### src/rtl/mdu_issue_sched.sv
// Issue scheduler for the MDU issue queue: oldest-ready selection, divider occupancy
// tracking and multiply/divide writeback collision avoidance.
module mdu_issue_sched #(
  parameter int QUEUE_LEN = 8,
  parameter int IDX_W     = 3,
  parameter int MUL_LAT   = 3,
  parameter int DIV_LAT   = 34
) (
  input  logic                 clk,
  input  logic                 rst,
  input  logic                 flush,
  input  logic [QUEUE_LEN-1:0] valid_vec,
  input  logic [QUEUE_LEN-1:0] ready_vec,
  input  logic [QUEUE_LEN-1:0] is_div_vec,
  input  logic                 wb_stall,
  output logic                 deq_req,
  output logic [IDX_W-1:0]     deq_idx,
  output logic                 issue_is_div,
  output logic                 div_busy,
  output logic                 wb_valid,
  output logic                 wb_is_div
);

  localparam int CNT_W = $clog2(DIV_LAT);

  typedef enum logic {D_IDLE, D_BUSY} div_state_e;

  div_state_e           state_q, state_d;
  logic [CNT_W-1:0]     cnt_q, cnt_d;
  logic [MUL_LAT-1:0]   mul_pipe;
  logic                 issue_base;
  logic                 mul_ok;
  logic                 mul_wb;
  logic                 div_wb;
  logic                 div_issue;
  logic                 mul_issue;
  logic [QUEUE_LEN-1:0] eligible;

  assign div_busy   = (state_q == D_BUSY);
  assign div_wb     = div_busy && (cnt_q == '0);
  assign mul_wb     = mul_pipe[MUL_LAT-1];
  assign wb_valid   = mul_wb | div_wb;
  assign wb_is_div  = div_wb;

  // A multiply issued while cnt_q==MUL_LAT would land on the divider's writeback cycle.
  assign issue_base = ~wb_stall & ~flush & ~rst;
  assign mul_ok     = ~(div_busy && (cnt_q == CNT_W'(MUL_LAT)));
  assign eligible   = valid_vec & ready_vec & {QUEUE_LEN{issue_base}} &
                      ((is_div_vec & {QUEUE_LEN{~div_busy}}) |
                       (~is_div_vec & {QUEUE_LEN{mul_ok}}));

  // NOTE: every output of a combinational block gets a default first so no latch is inferred.
  always_comb begin
    deq_req      = 1'b0;
    deq_idx      = '0;
    issue_is_div = 1'b0;
    for (int i = QUEUE_LEN - 1; i >= 0; i--) begin
      if (eligible[i]) begin
        deq_req      = 1'b1;
        deq_idx      = IDX_W'(i);
        issue_is_div = is_div_vec[i];
      end
    end
  end

  assign div_issue = deq_req & issue_is_div;
  assign mul_issue = deq_req & ~issue_is_div;

  always_comb begin
    state_d = state_q;
    cnt_d   = cnt_q;
    case (state_q)
      D_IDLE: begin
        if (div_issue) begin
          state_d = D_BUSY;
          cnt_d   = CNT_W'(DIV_LAT - 1);
        end
      end
      D_BUSY: begin
        if (cnt_q == '0) state_d = D_IDLE;
        else             cnt_d   = cnt_q - CNT_W'(1);
      end
      default: state_d = D_IDLE;
    endcase
    if (flush) begin
      state_d = D_IDLE;
      cnt_d   = '0;
    end
  end

  // NOTE: sequential state uses non-blocking assignments so all registers update together.
  always_ff @(posedge clk) begin
    if (rst) begin
      state_q  <= D_IDLE;
      cnt_q    <= '0;
      mul_pipe <= '0;
    end else begin
      state_q  <= state_d;
      cnt_q    <= cnt_d;
      mul_pipe <= flush ? '0 : ((mul_pipe << 1) | MUL_LAT'(mul_issue));
    end
  end

endmodule

### config.mk
export PLATFORM = sky130hd
export DESIGN_NAME = mdu_issue_sched
export DESIGN_NICKNAME = d
export VERILOG_FILES = /design/src/rtl/mdu_issue_sched.sv
export SDC_FILE = /design/constraint.sdc
export NUM_CORES = 1
export LEC_CHECK = 0
export BUFFER_PORTS_ARGS = -buffer_cell sky130_fd_sc_hd__buf_4
export CORE_MARGIN = 5
export CORE_UTILIZATION = 53
export CTS_CLUSTER_DIAMETER = 200
export DETAILED_ROUTE_END_ITERATION = 6
export PLACE_DENSITY = 0.85
export SLEW_MARGIN = 30
export SYNTH_ARGS = -nofsm -noshare
export SYNTH_HDL_FRONTEND = slang
export SYNTH_SLANG_ARGS = --single-unit
### constraint.sdc
create_clock -name clk -period 2.55 [get_ports clk]
set_input_delay 0.1275 -clock clk [delete_from_list [all_inputs] [get_ports clk]]
set_output_delay 0.1275 -clock clk [all_outputs]
set_load 0.01 [all_outputs]
Word level (Yosys, flattened, before mapping)

Cells that the tools add are included.

Equal/unequal tests: 3
Bitwise operators: 19
Add/subtract/negate cells: 1
Reduce and logical (&&, ||, !) cells: 5
Muxes and demuxes: 30

Operators by type and width:

| kind                                                 | number |
|---|---|
| AND 8 bit                                            | 5 |
| two-way mux 3 bit                                    | 8 |
| two-way mux 1 bit                                    | 18 |
| two-way mux 6 bit                                    | 2 |
| case mux 6 bit (2 select lines)                      | 1 |
| NOT 8 bit                                            | 1 |
| OR 8 bit                                             | 1 |
| equality test 6 x 2 -> 1 bit (second input constant) | 1 |
| logical NOT 6 bit                                    | 1 |
| NOT 1 bit                                            | 6 |
| subtractor 6 x 1 -> 6 bit (second input constant)    | 1 |
| AND 1 bit                                            | 4 |
| != test 2 bit (second input constant)                | 2 |
| OR 3 x 1 -> 3 bit                                    | 1 |
| logical AND 1 bit                                    | 2 |
| case mux 1 bit (2 select lines)                      | 1 |
| AND reduction 2 bit                                  | 1 |
| OR reduction 2 bit                                   | 1 |
| OR 1 bit                                             | 1 |

Logic and storage cells: 61
Flip-flop bits (word level): 10
Output and inout bits: 8
Input bits: 28

Logic depth before layout (Yosys ltp)

Depth after elaboration: 17
Depth in mapped cells: 8
Depth with buffers taken out: 7

Least setup slack after synthesis

OpenSTA, ideal clock, no wires.

Path kind: reg2reg
From: register cnt_q[2]
To: register cnt_q[0]
Data arrival time: 1.621 ns
Buffers on the path: 0
Library setup time: 0.120 ns
Clock period less this slack: 1.740 ns
Path slack: 0.810 ns
Stages on the path, launching flop included: 7
Path through: dfxtp_1 -> nor4_4 -> nand2_2 -> o2bb2ai_1 -> a21oi_1 -> nand2_4 -> o31a_1

Cells in the longest elaborated chain, start to end: 17
Elaborated cells on any way between the ends: 27
Those cells by class: 3 x eq/ne; 16 x mux; 5 x bitwise; 3 x reduce/logical

RTL lines:

| item                                     | line | text |
|---|---|---|
| start: declaration                       | 29   | `logic [CNT_W-1:0] cnt_q, cnt_d;` |
| start signal: assignment                 | 99   | `cnt_q <= cnt_d;` |
| equality test 6 x 2 -> 1 bit (*)         | 47   | `assign mul_ok = ~(div_busy && (cnt_q == CNT_W'(MUL_LAT)));` |
| logical AND 1 bit (*)                    | 47   |  |
| NOT 1 bit (*)                            | 47   |  |
| AND 8 bit (*)                            | 50   | `(~is_div_vec & {QUEUE_LEN{mul_ok}}));` |
| OR 8 bit (*)                             | 49   | `((is_div_vec & {QUEUE_LEN{~div_busy}}) \|` |
| AND 8 bit (*)                            | 48   | `assign eligible = valid_vec & ready_vec & {QUEUE_LEN{issue_base}} &` |
| two-way mux 1 bit (7 in series)          | 58   | `if (eligible[i]) begin` |
| two-way mux 1 bit (*)                    | 58   |  |
| via issue_is_div                         | 18   | `output logic issue_is_div,` |
| AND 1 bit (*)                            | 66   | `assign div_issue = deq_req & issue_is_div;` |
| != test 2 bit (no source line) (*)       | -    |  |
| AND reduction 2 bit (no source line) (*) | -    |  |

The timed path passes the listed nets; every way through them passes the cells marked *.
A chain may end at the register's enable or synchronous reset.

Final worst setup path

From: register cnt_q[2]
To: output deq_idx[0]

Cells in the longest elaborated chain, start to end: 14

RTL lines:

| item                             | line | text |
|---|---|---|
| equality test 6 x 2 -> 1 bit (*) | 47   |  |
| logical AND 1 bit (*)            | 47   |  |
| NOT 1 bit (*)                    | 47   |  |
| AND 8 bit (*)                    | 50   |  |
| OR 8 bit (*)                     | 49   |  |
| AND 8 bit (*)                    | 48   |  |
| two-way mux 3 bit (7 in series)  | 58   |  |
| two-way mux 3 bit (*)            | 58   |  |
| end: declaration                 | 17   | `output logic [IDX_W-1:0] deq_idx,` |

Mark *: on every way between the ends. The rest lies on a longest branch, timed or not.

==> impl_metrics.py <==
metrics = {
    "logic_synthesis": {
        "ys_seq_elements": 10,
        "synth_top_family_by_area": "simple AND/OR/NAND/NOR gates",
        "synthesis.area_um2": 997,
        "synth_warnings": 0,
        "synth.distinct_cells": 46,
        "synth.yosys.seq_area_share_pct": 20.1,
        "syn_area_per_cell_um2": 7.55,
        "synthXorXnorAreaFrac_pct": 3.51,
        "synthAdderAreaFrac_pct": 3.76,
        "synthMuxAreaShare_pct": 0,
        "synth_edf_count": 0,
        "async_flop_share_pct": 0,
        "synth_compound_area_share_pct": 26.1,
        "synth_cells": 132,
        "synth-simple-area-share_pct": 38.6,
        "syn_nets": 163,
        "synth-main-ff-cell": "dfxtp_1",
    },
    "drt": {
        "vias": 1128,
        "drt.antenna.violating_nets": 0,
        "wl_per_cell_um": 13.8,
        "routed_wl_mm": 2.63,
        "drt_iter0_drc": 44,
        "drt-pass1-iter-count": 6,
        "via_per_inst": 5.94,
        "drcViolationCount": 0,
    },
    "pwr": {
        "swShare_pct": 29.0,
        "power-per-cell-area_mw_per_mm2": 322,
        "peakVddDrop_uv": 395,
        "p_int_mw": 0.284,
        "p_comb_share_pct": 32.8,
        "p_leak_nw": 0.499,
        "pwr-share-seq_pct": 42.8,
        "power.share.clock_pct": 24.4,
        "switching_power_mw": 0.116,
    },
    "floorplanning": {
        "core_area_mm2": 0.00176,
        "rows": 15,
        "dieArea_mm2": 0.00285,
        "die_x_um": 53.4,
        "die_h_um": 53.4,
        "ioPinCount": 36,
        "start_util_pct": 56.5,
    },
    "clock_tree": {
        "clkLatencyLatePin_ns": 0.25,
        "tritoncts": "yes",
        "cts_made_buffers": 3,
        "cts_resized": 0,
        "clk_pin_slew_ns": 0.06,
        "cts_max_level": 1,
        "post-cts-setup-buffers": 0,
        "cts_hold_buf": 0,
        "clock-sinks": 10,
        "cts_root_buf": "clkbuf_4",
        "cts.path.max_buffers": 2,
    },
    "hold_path": {
        "holdCritPathClass": "input pin to flop",
        "hold_start": "rst",
        "worstHoldEndpoint": "cnt_q[1]",
        "min_path_cells": 4,
    },
    "outcome": {
        "status": "completed",
    },
    "global_routing": {
        "grt_usage_pct": 20.9,
        "grt_overflow": 0,
        "grt_pass1_vias": 1059,
        "grt_max_degree": 22,
        "antenna_found_initial": 0,
        "grt_pass1_wl_mm": 4.51,
    },
    "place": {
        "dp_hpwl_mm": 2.17,
        "dp_slack_ns": 0.393,
        "port_buffers": 35,
        "placed_area_mm2": 0.00122,
        "gp_congestion": 0.924,
    },
    "worst_setup_path": {
        "cp_slowest_cell": "nor4_4",
        "worstPathCellList": "nor4_4, and2_1, o21ai_0, a32o_1, a22oi_1, o21ai_0, buf_4",
        "worst_setup_path_start_kind": "flop",
        "rr_endpoint": "cnt_q[0]",
        "cp_num_buf_inv": 1,
        "arrival_ns": 2.18,
        "crit_top_cell": "o21ai_0",
        "critPathMaxStageDelay_ns": 0.39,
        "crit_cells": 7,
        "reg2reg_depth": 6,
        "path_max_fanout": 5,
        "worstReg2RegStart": "cnt_q[2]",
        "cp.required_ns": 2.42,
        "cp-end-kind": "output port",
        "rrSetupSlack_ns": 0.62,
        "crit_type": "flop to output port",
        "critical_path.top_delay_family": "compound AO/OA/AOI/OAI gates",
    },
    "cells_and_area": {
        "design_area_mm2": 0.00124,
        "finalNetCount": 198,
        "areaGrowthSynthToFinish_pct": 24.6,
        "num_antenna_cells": 0,
        "drive_gt1_share_pct": 29.7,
    },
    "timing": {
        "min_period_ns": 2.30,
        "final_hold_viol_count": 0,
        "rsz0062_at_grt": "false",
        "final_max_slew_viol_count": 0,
        "tightestPinTransition_ns": 0.678,
        "tns_ns": 0,
        "finClkSkew_ns": 0.00500,
        "max_freq_mhz": 434,
        "setup_viol": 0,
        "fin_ws_ns": 0.247,
        "max-slew-margin-rel_pct": 54.8,
        "fin_crit_sh_pct": 90.3,
    },
    "run": {
        "cap_violations": 0,
    },
}
## worst reg2reg max path: stages, from the launching register on
cell and delay [ns]:
dfxtp_1 0.38, nor4_4 0.39, nand2_2 0.16, o2bb2ai_1 0.16
a21oi_1 0.32, nand2_4 0.13, o31a_1 0.29
## logic make-up (layout without fill, tap and decap cells)
| kind of cell | after synthesis | after routing |
|---|---|---|
| simple gates | 71 | 71 |
| buf+inv | 7 | 40 |
| fa+ha+maj | 3 | 3 |
| xor+xnor | 4 | 4 |
| flops | 10 | 10 |
| compound gates | 37 | 37 |
## power by group through the flow
stage          registers (mW)  logic [mW]  clock network (mW)
6_report                0.171       0.131              0.0977
5_1_grt                 0.172       0.146               0.115
4_1_cts                 0.171       0.132               0.104
3_5_place_dp            0.174       0.131                   0
3_3_place_gp            0.174       0.128                   0
2_1_floorplan           0.171      0.0755                   0
## worst max path at each step
stage	startpoint	endpoint	slack, ns
floorplan	cnt_q[2]	cnt_q[0]	0.81
global placement	flush	deq_idx[1]	0.48
detailed placement	flush	deq_idx[1]	0.39
CTS	cnt_q[2]	deq_idx[0]	0.24
global route	cnt_q[2]	deq_idx[0]	0.1
finish	cnt_q[2]	deq_idx[0]	0.25
## stage by stage
stage	power [mW]	util, %	cells	hold WS [ns]
3_3_place_gp	0.302	69.1	187	0.419
3_5_place_dp	0.305	69.1	187	0.422
2_1_floorplan	0.246	-	132	0.346
6_report	0.400	70.4	190	0.220
5_1_grt	0.433	70.4	190	0.234
4_1_cts	0.406	70.4	190	0.216
## synthesized netlist by cell type, types with 2 or more instances
cell	instances	share of area, %
a21oi_1	3	1.5
a31oi_1	2	1.3
a32oi_1	2	1.8
and2_1	4	2.5
clkbuf_1	2	0.75
dfxtp_1	10	20
ha_1	3	3.8
inv_1	2	0.75
nand2_1	15	5.6
nand3_1	5	2.5
nand4_1	4	2.5
nor2_1	14	5.3
nor2b_1	3	1.9
nor3_1	13	6.5
o2111ai_1	2	1.8
o21ai_0	12	6.0
o21ai_1	2	1.0
o2bb2ai_1	2	1.8
or2_2	2	1.3
or3_1	2	1.3
xor2_1	3	2.6
## area by class of cell
type	instances	area [um^2]
tap	25	31.3
multi-input combinational	115	718
fill	166	522
timing repair buffer	35	263
clock buffer	3	22.5
inverter	2	7.51
sequential	10	200
## flip-flops by register name (all words and copies together) (netlist names)
name	count
cnt_q	6
mul_pipe	3
div_busy	1
## cells in the final DEF (no fill, tap or decap), types with 2 or more instances in the layout
cell	synthesis	final
nand3_1	5	5
ha_1	3	3
o21ai_0	12	12
a32oi_1	2	2
nor3_1	13	13
o2111ai_1	2	2
or2_2	2	2
a31oi_1	2	2
and2_1	4	4
clkbuf_4	0	3
or3_1	2	2
a21oi_1	3	3
xor2_1	3	3
o21ai_1	2	2
nand4_1	4	4
nor2b_1	3	3
nand2_1	15	15
nor2_1	14	14
buf_4	0	35
o2bb2ai_1	2	2
dfxtp_1	10	10
inv_1	2	2
## per-layer routing
metal  wire length (um)  vias to the layer above  share of wire [%]  GRT usage, %
met4                 19                        0               0.72          5.11
li1                   -                      561                  -             -
met2               1220                       53                 47          33.7
met1               1150                      512                 44          26.8
met3                232                        2                8.8          6.48
met5                  0                        -                  0             0
Power figures use the tool's default switching activity.
